==> config.mk <==
export PLATFORM = sky130hd
export DESIGN_NAME = watch_dp_cfg
export DESIGN_NICKNAME = d
export VERILOG_FILES = /design/src/rtl/watch_dp_cfg.sv
export SDC_FILE = /design/constraint.sdc
export NUM_CORES = 1
export LEC_CHECK = 0
export CAP_MARGIN = 20
export CORE_MARGIN = 5
export CORE_UTILIZATION = 56
export CTS_BUF_LIST = sky130_fd_sc_hd__clkbuf_16
export CTS_CLUSTER_DIAMETER = 80
export CTS_CLUSTER_SIZE = 40
export DETAILED_ROUTE_END_ITERATION = 10
export GPL_ROUTABILITY_DRIVEN = 0
export PLACE_DENSITY = 0.82
export SETUP_SLACK_MARGIN = 0.05
export SLEW_MARGIN = 20
export SYNTH_ARGS = -nofsm -noshare
export SYNTH_HDL_FRONTEND = slang
export SYNTH_SLANG_ARGS = --single-unit
==> constraint.sdc <==
create_clock -name clk -period 5.7 [get_ports clk]
set_input_delay 0.57 -clock clk [delete_from_list [all_inputs] [get_ports clk]]
set_output_delay 0.57 -clock clk [all_outputs]
set_load 0.05 [all_outputs]
==> src/rtl/watch_dp_cfg.sv <==
// Parametrised time-of-day datapath: prescaler, sub-second/sec/min/hour cascade, load, adjust, 12 h view, alarm.
// Latency: every field, o_alarm and o_day_tick update on the edge after their cause; the 12 h view is combinational.
// Backpressure: none; strobes are consumed the cycle they are sampled, and i_run=0 freezes the prescaler phase.
module watch_dp_cfg #(
    parameter int CLK_FREQ = 100_000_000,
    parameter int SUB_RATE = 100,
    parameter int SUB_W    = $clog2(SUB_RATE)
) (
    input  logic             clk,
    input  logic             rst,
    input  logic             i_run,
    input  logic             i_mode12,
    input  logic             i_load,
    input  logic [4:0]       i_ld_hour,
    input  logic [5:0]       i_ld_min,
    input  logic [5:0]       i_ld_sec,
    input  logic             i_sec_up,
    input  logic             i_sec_down,
    input  logic             i_min_up,
    input  logic             i_min_down,
    input  logic             i_hour_up,
    input  logic             i_hour_down,
    input  logic             i_alarm_en,
    input  logic [4:0]       i_alarm_hour,
    input  logic [5:0]       i_alarm_min,
    output logic [SUB_W-1:0] o_sub,
    output logic [5:0]       o_sec,
    output logic [5:0]       o_min,
    output logic [4:0]       o_hour,
    output logic [4:0]       o_hour_disp,
    output logic             o_pm,
    output logic             o_alarm,
    output logic             o_day_tick
);

    localparam int DIV = CLK_FREQ / SUB_RATE;
    localparam int PW  = (DIV > 1) ? $clog2(DIV) : 1;
    localparam logic [PW-1:0]    PRESC_LAST = PW'(DIV - 1);
    localparam logic [SUB_W-1:0] SUB_LAST   = SUB_W'(SUB_RATE - 1);

    logic [PW-1:0]    presc_q, presc_d;
    logic [SUB_W-1:0] sub_q, sub_d;
    logic [5:0]       sec_q, sec_d;
    logic [5:0]       min_q, min_d;
    logic [4:0]       hour_q, hour_d;
    logic             alarm_q, alarm_d;
    logic             day_q, day_d;
    logic             blank_q;

    logic sub_tick, sub_wrap, sec_carry, min_carry, hour_carry, day_carry, adj_any;
    logic [5:0] sec_inc, min_inc;
    logic [4:0] hour_inc;

    function automatic logic [5:0] step60(input logic [5:0] v, input logic up, input logic dn);
        logic [5:0] r;
        r = v;
        if (up && !dn) begin
            r = (v == 6'd59) ? 6'd0 : v + 6'd1;
        end else if (dn && !up) begin
            r = (v == 6'd0) ? 6'd59 : v - 6'd1;
        end
        return r;
    endfunction

    function automatic logic [4:0] step24(input logic [4:0] v, input logic up, input logic dn);
        logic [4:0] r;
        r = v;
        if (up && !dn) begin
            r = (v == 5'd23) ? 5'd0 : v + 5'd1;
        end else if (dn && !up) begin
            r = (v == 5'd0) ? 5'd23 : v - 5'd1;
        end
        return r;
    endfunction

    assign sub_tick   = i_run && (presc_q == PRESC_LAST);
    assign sub_wrap   = (sub_q == SUB_LAST);
    assign sec_carry  = sub_tick && sub_wrap;
    assign min_carry  = sec_carry && (sec_q == 6'd59);
    assign hour_carry = min_carry && (min_q == 6'd59);
    assign day_carry  = hour_carry && (hour_q == 5'd23);
    assign adj_any    = i_sec_up | i_sec_down | i_min_up | i_min_down | i_hour_up | i_hour_down;

    assign sec_inc  = (sec_q == 6'd59) ? 6'd0 : sec_q + 6'd1;
    assign min_inc  = (min_q == 6'd59) ? 6'd0 : min_q + 6'd1;
    assign hour_inc = (hour_q == 5'd23) ? 5'd0 : hour_q + 5'd1;

    always_comb begin
        presc_d = presc_q;
        sub_d   = sub_q;
        sec_d   = sec_q;
        min_d   = min_q;
        hour_d  = hour_q;
        alarm_d = 1'b0;
        day_d   = 1'b0;

        if (i_run) begin
            presc_d = sub_tick ? '0 : presc_q + 1'b1;
        end

        if (i_load) begin
            presc_d = '0;
            sub_d   = '0;
            sec_d   = (i_ld_sec  <= 6'd59) ? i_ld_sec  : 6'd0;
            min_d   = (i_ld_min  <= 6'd59) ? i_ld_min  : 6'd0;
            hour_d  = (i_ld_hour <= 5'd23) ? i_ld_hour : 5'd0;
        end else begin
            if (sub_tick) begin
                sub_d = sub_wrap ? '0 : sub_q + 1'b1;
            end
            // Any adjust strobe owns the time fields this cycle; the cascade carry is lost.
            if (adj_any) begin
                sec_d  = step60(sec_q,  i_sec_up,  i_sec_down);
                min_d  = step60(min_q,  i_min_up,  i_min_down);
                hour_d = step24(hour_q, i_hour_up, i_hour_down);
            end else begin
                if (sec_carry) begin
                    sec_d = sec_inc;
                end
                if (min_carry) begin
                    min_d = min_inc;
                end
                if (hour_carry) begin
                    hour_d = hour_inc;
                end
                alarm_d = min_carry && i_alarm_en &&
                          (hour_d == i_alarm_hour) && (min_d == i_alarm_min);
                day_d   = day_carry;
            end
        end
    end

    always_ff @(posedge clk) begin
        if (!rst) begin
            presc_q <= '0;
            sub_q   <= '0;
            sec_q   <= '0;
            min_q   <= '0;
            hour_q  <= '0;
            alarm_q <= 1'b0;
            day_q   <= 1'b0;
            blank_q <= 1'b1;
        end else begin
            presc_q <= presc_d;
            sub_q   <= sub_d;
            sec_q   <= sec_d;
            min_q   <= min_d;
            hour_q  <= hour_d;
            alarm_q <= alarm_d;
            day_q   <= day_d;
            blank_q <= 1'b0;
        end
    end

    // blank_q holds the displayed hour at 0 for the cycle after a reset edge, even in 12 h mode.
    always_comb begin
        o_hour_disp = hour_q;
        o_pm        = 1'b0;
        if (blank_q) begin
            o_hour_disp = 5'd0;
        end else if (i_mode12) begin
            o_pm = (hour_q >= 5'd12);
            if (hour_q == 5'd0) begin
                o_hour_disp = 5'd12;
            end else if (hour_q > 5'd12) begin
                o_hour_disp = hour_q - 5'd12;
            end
        end
    end

    assign o_sub      = sub_q;
    assign o_sec      = sec_q;
    assign o_min      = min_q;
    assign o_hour     = hour_q;
    assign o_alarm    = alarm_q;
    assign o_day_tick = day_q;

endmodule
==> flow_metrics.py, run 1 <==
metrics = {
    "run_status": {
        "outcome": "complete, no violations",
    },
    "clock_tree": {
        "htreeDepth": 2,
        "clk_latency_ps": 290,
        "cts_root_buffer": "clkbuf_16",
        "cts_tree": "done",
        "cts_buffers": 5,
        "clk_pin_slew_worst_paths_ps": 60,
        "cts_sinks": 47,
        "cts_hold_buf": 0,
        "post-cts-setup-buffer-count": 0,
        "cts_resized": 0,
        "clockBufferDepth": 2,
    },
    "placement": {
        "dpl.hpwl_um": 7920,
        "dp.cells": 609,
        "portBuffers": 71,
    },
    "pwr": {
        "swShare_pct": 33.4,
        "finalPower_w": 0.00101,
        "ir_worst_vdd_mv": 0.217,
        "pwr-share-clk_pct": 32.2,
        "power.density_nw_per_um2": 223,
        "seqPwrFrac_pct": 37.6,
        "p_int_w": 0.000676,
        "combinationalPowerShare_pct": 30.2,
        "p_sw_w": 0.000338,
        "leakage_nw": 1.70,
    },
    "global_routing": {
        "overflow": 0,
        "grt_max_degree": 19,
        "grt_pass1_vias": 3580,
        "grt_pass1_wl_um": 17400,
        "antenna_found_initial": 0,
        "groute.usage.overall_pct": 24.6,
    },
    "sta": {
        "tns_ps": 0,
        "rsz0062_at_grt": "false",
        "finalSetupViolCount": 0,
        "slew_viol_final": 0,
        "period_needed_ps": 3310,
        "fin_skew_ps": 6.64,
        "worst_pin_slew_ps": 686,
        "hold_ws_ps": 508,
        "fmax_mhz": 302,
        "hold_violations": 0,
        "post-route-period-util_pct": 58.2,
        "slew_headroom_pct": 54.3,
    },
    "worst_setup_path": {
        "critPathMostFrequentCell": "a21oi_1",
        "path_cells": "ha_1 > a21oi_1 > o21ai_0 > mux2i_1 > a21oi_1 > clkdlybuf4s50_1",
        "cp-start-kind": "flop",
        "path_delay_family": "buffers and inverters",
        "cp_slowest_stage_delay_ps": 820,
        "worst_setup_path_end_kind": "output pin",
        "crit_type": "flop to output pin",
        "cp.arrival_ps": 2740,
        "crit_fanout": 12,
        "worstPathRequired_ps": 5130,
        "crit_buf_inv": 1,
        "cp_slowest_cell": "clkdlybuf4s50_1",
    },
    "logic_synthesis": {
        "ys_warn_count": 0,
        "synth_most_common_cell": "nor2_1",
        "netlist_instances": 483,
        "synth_ff_type": "dfxtp_1",
        "synth_common_cells": "nor2_1, dfxtp_1, nand2_1, a21oi_1, o21ai_0",
        "synth-edff-count": 0,
        "yosysTopAreaCellShare_pct": 25.5,
        "syn_avg_cell_area_um2": 7.63,
        "syn-num-nets": 541,
        "syn-cell-area_um2": 3680,
        "async_reset_ff_share_pct": 0,
        "synth_top_area_cell": "dfxtp_1",
        "seq_area_frac_synth_pct": 25.5,
        "synthTopCellsByArea": "dfxtp_1, ha_1, nor2_1, xor2_1, xnor2_1",
        "yosysUniqueCellTypes": 65,
        "synth-seq-cells": 47,
    },
    "min_path": {
        "hold_path.class": "flop to flop",
    },
    "die": {
        "core_um2": 6390,
        "num_rows": 29,
        "fp.dieArea_um2": 8300,
        "initial_utilization_pct": 57.7,
        "die_h_um": 91.1,
        "io_pins": 72,
        "die_x_um": 91.1,
    },
    "job": {
        "maxCapViolations": 0,
    },
    "routing": {
        "viasPerCell": 6.36,
        "ant_nets": 0,
        "vias": 3926,
        "dr.pass1.iters": 7,
        "wirelength_um": 10700,
        "wl_per_cell_um": 17.3,
        "drc_errors": 0,
        "drt-initial-drc-count": 315,
    },
    "finish": {
        "final_cells": 617,
        "nets": 597,
        "drive_above_1_share_pct": 3.89,
        "syn_to_final_growth_pct": 23.7,
        "antenna_cells": 0,
    },
}
[path summary, 6_finish.rpt]
path / from / to / slack, ps / depth (start not counted)
max: o_hour[2] / o_hour_disp[3] / 2390 / 6
max reg2reg: o_min[0] / o_alarm / 2760 / 8
min reg2reg: presc_q[1] / presc_q[1] / 510 / 2
min: presc_q[1] / presc_q[1] / 510 / 2
[cell families (layout without fill, tap and decap cells)]
group	after synthesis	count (layout)	synth area share, %
and+or+nand+nor	205	205	28.8
AOI/OAI and AO/OA	117	117	21.0
xor gates and xnor gates	47	47	11.2
DFF	47	47	25.5
buffers and inverters	38	95	4.25
adders and majority gates	18	18	6.11
muxes	11	11	3.06
[sequential cells by signal, summed over array words and instances (netlist names)]
name / cells
o_sub: 7
o_day_tick: 1
o_alarm: 1
o_min: 6
presc_q: 20
blank_q: 1
o_hour: 5
o_sec: 6
[power by group through the flow]
stage | clock [W] | combinational [W] | sequential [W]
after CTS | 0.000329 | 0.000303 | 0.000380
final | 0.000326 | 0.000307 | 0.000382
after global routing | 0.000344 | 0.000328 | 0.000385
after floorplan | 0 | 0.000176 | 0.000409
after global placement | 0 | 0.000296 | 0.000387
after detailed placement | 0 | 0.000300 | 0.000387
[area by class of cell]
class / count / area, um2
clock inverters: 3 / 38.8
repair buffers: 71 / 711
multi-input cells: 398 / 2590
clock buffers: 5 / 125
well taps: 77 / 96.3
flip-flops and latches: 47 / 941
inverters: 16 / 60.1
fillers: 515 / 1830
[worst register-to-register path: stages (launching register included)]
cell and delay, ps:
dfxtp_1 590, ha_1 400, nand3b_1 170, nor2_1 460, nand4_1 370, mux2_2 390, xor2_1 150, a211oi_2 150
o2111a_1 210
[layout by cell type, fill, tap and decap left out, types with 15 or more instances in the layout]
cell	synthesis	final
clkdlybuf4s50_1	0	71
ha_1	18	18
nor2_1	60	60
xor2_1	25	25
xnor2_1	22	22
nand3_1	16	16
inv_1	15	15
a21oi_1	32	32
nand2_1	47	47
o21ai_0	27	27
dfxtp_1	47	47
[metrics by stage]
step / util, % / instance area (um2) / worst slack [ps]
2_1_floorplan: - / 3680 / 2780
3_3_place_gp: 68.8 / 4390 / 2730
3_5_place_dp: 68.8 / 4390 / 2620
4_1_cts: 71.4 / 4560 / 2410
5_1_grt: 71.4 / 4560 / 2150
6_report: 71.4 / 4560 / 2390
[layer usage]
metal,vias to the layer above,share of wire (%),track usage [%],wire (um)
met1,1791,42,33.8,4450
met3,24,9.4,3.64,1010
met2,246,47,40.4,4990
li1,1865,-,-,-
met5,-,0,0,0
met4,0,1.9,6.36,204
(Power assumes the default switching activity.)
==> run 2: changes to the inputs <==
--- a/config.mk
+++ b/config.mk
@@ -7,13 +7,13 @@
 export LEC_CHECK = 0
 export CAP_MARGIN = 20
 export CORE_MARGIN = 5
-export CORE_UTILIZATION = 56
+export CORE_UTILIZATION = 48
 export CTS_BUF_LIST = sky130_fd_sc_hd__clkbuf_16
 export CTS_CLUSTER_DIAMETER = 80
 export CTS_CLUSTER_SIZE = 40
 export DETAILED_ROUTE_END_ITERATION = 10
 export GPL_ROUTABILITY_DRIVEN = 0
-export PLACE_DENSITY = 0.82
+export PLACE_DENSITY = 0.75
 export SETUP_SLACK_MARGIN = 0.05
 export SLEW_MARGIN = 20
 export SYNTH_ARGS = -nofsm -noshare
==> constraint.sdc (replaced) <==
create_clock -name clk -period 2.7 [get_ports clk]
set_input_delay 0.27 -clock clk [delete_from_list [all_inputs] [get_ports clk]]
set_output_delay 0.27 -clock clk [all_outputs]
set_load 0.05 [all_outputs]
==> flow_metrics.py, run 2 (synthesized netlist as in run 1, its figures left out) <==
metrics = {
    "clock_tree": {
        "cts_sinks": 47,
        "clk_pin_slew_worst_paths_ps": 70,
        "cts_root_buffer": "clkbuf_16",
        "cts_tree": "done",
        "cts_hold_buf": 0,
        "cts_resized": 0,
        "clockBufferDepth": 2,
        "htreeDepth": 2,
        "clk_latency_ps": 290,
        "post-cts-setup-buffer-count": 0,
        "cts_buffers": 5,
    },
    "global_routing": {
        "groute.usage.overall_pct": 22.1,
        "grt_max_degree": 19,
        "grt_pass1_vias": 3709,
        "overflow": 0,
        "antenna_found_initial": 0,
        "grt_pass1_wl_um": 17800,
    },
    "placement": {
        "dpl.hpwl_um": 8410,
        "postPlaceCellArea_um2": 4580,
        "portBuffers": 71,
    },
    "sta": {
        "fmax_mhz": 399,
        "tns_ps": 0,
        "slew_viol_final": 0,
        "slew_headroom_pct": 58.4,
        "rsz0062_at_grt": "false",
        "fin_skew_ps": 4.28,
        "post-route-period-util_pct": 92.8,
        "hold_ws_ps": 515,
        "hold_violations": 0,
        "period_needed_ps": 2510,
        "finalSetupViolCount": 0,
        "worst_pin_slew_ps": 625,
    },
    "pwr": {
        "p_sw_w": 0.000769,
        "p_int_w": 0.00137,
        "power.density_nw_per_um2": 452,
        "swShare_pct": 35.9,
        "seqPwrFrac_pct": 36.3,
        "combinationalPowerShare_pct": 32.9,
        "pwr-share-clk_pct": 30.8,
        "leakage_nw": 1.82,
        "ir_worst_vdd_mv": 0.257,
    },
    "min_path": {
        "min-delay-start": "presc_q[1]",
        "hold_path.class": "flop to flop",
    },
    "run_status": {
        "outcome": "complete, no violations",
    },
    "finish": {
        "largest_reg_flops": 20,
        "regMostFlops": "presc_q",
        "syn_to_final_growth_pct": 28.6,
        "nets": 617,
        "antenna_cells": 0,
        "final_common_cell": "clkdlybuf4s50_1",
        "drive_above_1_share_pct": 9.29,
        "final_cell_mix": "clkdlybuf4s50_1, nor2_1, nand2_1",
        "stdcell_area_um2": 4740,
    },
    "routing": {
        "wl_per_cell_um": 16.6,
        "wirelength_um": 11000,
        "dr.pass1.iters": 7,
        "wl_met1_um": 4760,
        "viasPerCell": 5.98,
        "drt-initial-drc-count": 200,
        "vias": 3962,
        "wl_met2_um": 5190,
        "wl_met3_um": 843,
        "drc_errors": 0,
        "ant_nets": 0,
        "routed.top_layer": "met4",
    },
    "worst_setup_path": {
        "crit_start": "o_min[0]",
        "crit_type": "flop to flop",
        "crit_fanout": 13,
        "worstPathRequired_ps": 2940,
        "worst_setup_path_end_kind": "flop",
        "cp-start-kind": "flop",
        "rr_startpoint": "o_min[0]",
        "cp.arrival_ps": 2740,
    },
    "die": {
        "die_x_um": 97.6,
        "fp.dieArea_um2": 9530,
        "core_um2": 7610,
        "num_rows": 32,
        "die_h_um": 97.6,
        "io_pins": 72,
        "initial_utilization_pct": 48.4,
    },
    "job": {
        "maxCapViolations": 0,
    },
}
run 2: changes by cell type in the layout (fill, tap and decap cells not counted), moves of 4 or more:
cell,delta
clkdlybuf4s50_1,-6
dfxtp_2,+4
dfxtp_1,-4
buf_4,+24
run 2: worst paths after layout:
path                              endpoint  slack (ps)  depth (start not counted)
worst max-delay path               o_alarm         190                          7
worst min-delay path            presc_q[1]         520                          2
worst max register to register     o_alarm         190                          7
worst min register to register  presc_q[1]         520                          2
run 2: power groups by stage:
stage | logic [W] | clock network [W] | registers (W)
final | 0.000705 | 0.000659 | 0.000778
after global routing | 0.000755 | 0.000696 | 0.000785
after CTS | 0.000697 | 0.000662 | 0.000777
after detailed placement | 0.000694 | 0 | 0.000793
after global placement | 0.000688 | 0 | 0.000793
after floorplan | 0.000372 | 0 | 0.000865
run 2: layer usage:
| metal | GRT usage (%) | vias up |
|---|---|---|
| met5 | 0 | - |
| met4 | 5.86 | 0 |
| met3 | 4.31 | 19 |
| met2 | 38.0 | 168 |
| met1 | 28.1 | 1871 |
| li1 | - | 1904 |
run 2: stage by stage:
step / total power (W) / setup WS [ps] / utilization (%) / std cells
2_1_floorplan: 0.00124 / 81.8 / - / 483
3_3_place_gp: 0.00148 / 245 / 60.2 / 654
3_5_place_dp: 0.00149 / 134 / 60.2 / 654
4_1_cts: 0.00214 / 156 / 62.2 / 662
5_1_grt: 0.00224 / 110 / 62.3 / 662
6_report: 0.00214 / 194 / 62.3 / 662
run 2: layout make-up:
type | instances | area [um2]
fillers | 661 | 2870
multi-input cells | 398 | 2590
flip-flops and latches | 47 | 946
repair buffers | 91 | 863
well taps | 102 | 128
clock buffers | 5 | 125
inverters | 16 | 60.1
clock inverters | 3 | 27.5
run 2: worst max-delay path: stages, from the launching register on:
cell	delay, ps
dfxtp_2	460
ha_2	310
nand3b_1	160
or2_2	380
or3_4	430
a221o_1	290
a211oi_2	220
o2111a_1	200
==> run 3: changes to the inputs <==
--- a/config.mk
+++ b/config.mk
@@ -7,13 +7,14 @@
 export LEC_CHECK = 0
 export CAP_MARGIN = 20
 export CORE_MARGIN = 5
-export CORE_UTILIZATION = 48
+export CORE_UTILIZATION = 58
 export CTS_BUF_LIST = sky130_fd_sc_hd__clkbuf_16
 export CTS_CLUSTER_DIAMETER = 80
 export CTS_CLUSTER_SIZE = 40
 export DETAILED_ROUTE_END_ITERATION = 10
+export DONT_BUFFER_PORTS = 1
 export GPL_ROUTABILITY_DRIVEN = 0
-export PLACE_DENSITY = 0.75
+export PLACE_DENSITY = 0.73
 export SETUP_SLACK_MARGIN = 0.05
 export SLEW_MARGIN = 20
 export SYNTH_ARGS = -nofsm -noshare
==> constraint.sdc (replaced) <==
create_clock -name clk -period 2.15 [get_ports clk]
set_input_delay 0.215 -clock clk [delete_from_list [all_inputs] [get_ports clk]]
set_output_delay 0.215 -clock clk [all_outputs]
set_load 0.05 [all_outputs]
==> flow_metrics.py, run 3 (synthesized netlist as in run 1, its figures left out) <==
metrics = {
    "worst_setup_path": {
        "worstPathRequired_ps": 2380,
        "crit_type": "flop to flop",
        "crit_fanout": 3,
        "crit_start": "presc_q[15]",
        "cp-start-kind": "flop",
        "cp.arrival_ps": 2440,
        "regToRegSetupSlack_ps": -60,
        "path_cells": "nand4b_1 > nor4b_2 > buf_4 > nand4_4 > or3_4 > a221o_1 > a211oi_2 > o2111a_1",
        "path_delay_family": "simple AND/OR/NAND/NOR gates",
        "cp_slowest_cell": "or3_4",
        "worst_setup_path_end_kind": "flop",
        "worstRegToRegCells": 8,
        "rr_startpoint": "presc_q[15]",
        "cp_slowest_stage_delay_ps": 360,
        "r2r-end": "o_alarm",
        "crit_buf_inv": 1,
    },
    "run_status": {
        "violations": "negative setup slack",
        "outcome": "complete, but fails checks",
    },
    "routing": {
        "drt-initial-drc-count": 286,
        "drc_errors": 0,
        "wirelength_um": 11000,
        "dr.pass1.iters": 5,
        "vias": 3924,
        "viasPerCell": 6.36,
        "routed.top_layer": "met4",
        "wl_met1_um": 4460,
        "ant_nets": 0,
        "wl_met2_um": 5230,
        "wl_per_cell_um": 17.9,
        "wl_met3_um": 1050,
    },
    "finish": {
        "final_cells": 617,
        "stdcell_area_um2": 4610,
        "syn_to_final_growth_pct": 25.3,
        "regMostFlops": "presc_q",
        "antenna_cells": 0,
        "final-seq-area_um2": 995,
        "drive_above_1_share_pct": 26.7,
        "largest_reg_flops": 20,
        "nets": 597,
        "multi_input_area_um2": 2730,
        "final_cell_mix": "buf_4, nor2_1, nand2_1",
        "final_common_cell": "buf_4",
        "n_fill_cell": 485,
    },
    "pwr": {
        "ir_worst_vdd_mv": 0.347,
        "power.density_nw_per_um2": 570,
        "leakage_nw": 1.83,
        "finalPower_w": 0.00263,
    },
    "clock_tree": {
        "cts_buffers": 5,
        "cts_root_buffer": "clkbuf_16",
        "cts_tree": "done",
        "cts_sinks": 47,
        "clockBufferDepth": 2,
        "clk_pin_slew_worst_paths_ps": 60,
        "htreeDepth": 2,
        "clk_latency_ps": 290,
    },
    "placement": {
        "portBuffers": 0,
        "dpl.hpwl_um": 8420,
        "postPlaceCellArea_um2": 4320,
        "dp.cells": 604,
    },
    "global_routing": {
        "antenna_found_initial": 0,
        "grt_pass1_vias": 3564,
        "grt_pass1_wl_um": 17200,
        "overflow": 0,
        "groute.usage.overall_pct": 27.2,
        "grt_max_degree": 19,
    },
    "sta": {
        "fin_skew_ps": 3.56,
        "slew_viol_final": 0,
        "rsz0062_at_grt": "true",
        "post-route-period-util_pct": 103,
        "setup_ws_ps": -55.8,
        "worst_pin_slew_ps": 648,
        "period_needed_ps": 2210,
        "slew_headroom_pct": 56.8,
        "finalSetupViolCount": 3,
        "hold_violations": 0,
        "fmax_mhz": 453,
    },
    "min_path": {
        "min-delay-start": "rst",
        "min_path_cells": 1,
        "hold_path.class": "primary input to flop",
        "min_delay_worst_endpoint": "o_hour[2]",
    },
    "die": {
        "die_x_um": 89.7,
        "core_um2": 6280,
        "io_pins": 72,
        "die_h_um": 89.7,
        "fp.dieArea_um2": 8040,
        "num_rows": 29,
        "initial_utilization_pct": 58.7,
    },
    "job": {
        "maxCapViolations": 0,
    },
}
[run 3: cell count changes in the layout (fill, tap and decap cells not counted), sizes merged]
cell / delta
inv: -2
clkbuf: +1
dlymetal6s2s: -1
clkdlybuf4s50: -65
clkinv: +2
buf: +46
clkinvlp: -1
[run 3: layer usage]
layer	up-vias	global-route usage, %
met5	-	0
met4	0	9.20
met3	35	6.20
met2	174	43.4
met1	1849	36.1
li1	1866	-
[run 3: where the power goes]
| part | leakage [nW] | internal (W) | switching [W] |
|---|---|---|---|
| registers | 0.397 | 0.000910 | 0.0000516 |
| clock network | 0.0794 | 0.000496 | 0.000335 |
| logic | 1.36 | 0.000326 | 0.000511 |
[run 3: worst max path at each step]
stage               to  slack [ps]  cells after the start
3_3_place_gp   o_alarm          50                      8
3_5_place_dp   o_alarm         -30                      8
4_1_cts        o_alarm         -10                      8
2_1_floorplan  o_alarm         -40                      8
5_1_grt        o_alarm        -120                      8
6_report       o_alarm         -60                      8
[run 3: worst register-to-register path: cells and delay by family (launching register included)]
family / cells / cell delay [ps]
DFF: 1 / 320
and+or+nand+nor: 4 / 990
buffers and inverters: 1 / 190
AOI/OAI and AO/OA: 3 / 660
[run 3: layout make-up]
cell class              instances  area share (%)
clock buffers                   6            3.25
multi-input cells             398            59.1
repair buffers                 71            12.5
inverters                      16            1.30
clock inverters                 2           0.190
flip-flops and latches         47            21.6
well taps                      77            2.09
[run 3: timing repair]
item | 4_1_cts | 5_1_grt
gates resized for setup | 6 | 21
pin swaps | 1 | 9
hold buffers | 0 | 0
endpoints found under the setup margin | 8 | 21
setup buffers | 2 | 3
[run 3: metrics by stage]
| step | setup WS [ps] | util (%) | setup TNS (ps) | hold WS, ps |
|---|---|---|---|---|
| after global routing | -123 | 73.5 | -513 | 55.8 |
| after detailed placement | -27.8 | 68.9 | -27.8 | 347 |
| after CTS | -13.5 | 71.9 | -13.5 | 53.6 |
| final | -55.8 | 73.5 | -86.2 | 53.9 |
| after global placement | 50.3 | 68.9 | 0 | 348 |
| after floorplan | -42.0 | - | -42.0 | 338 |
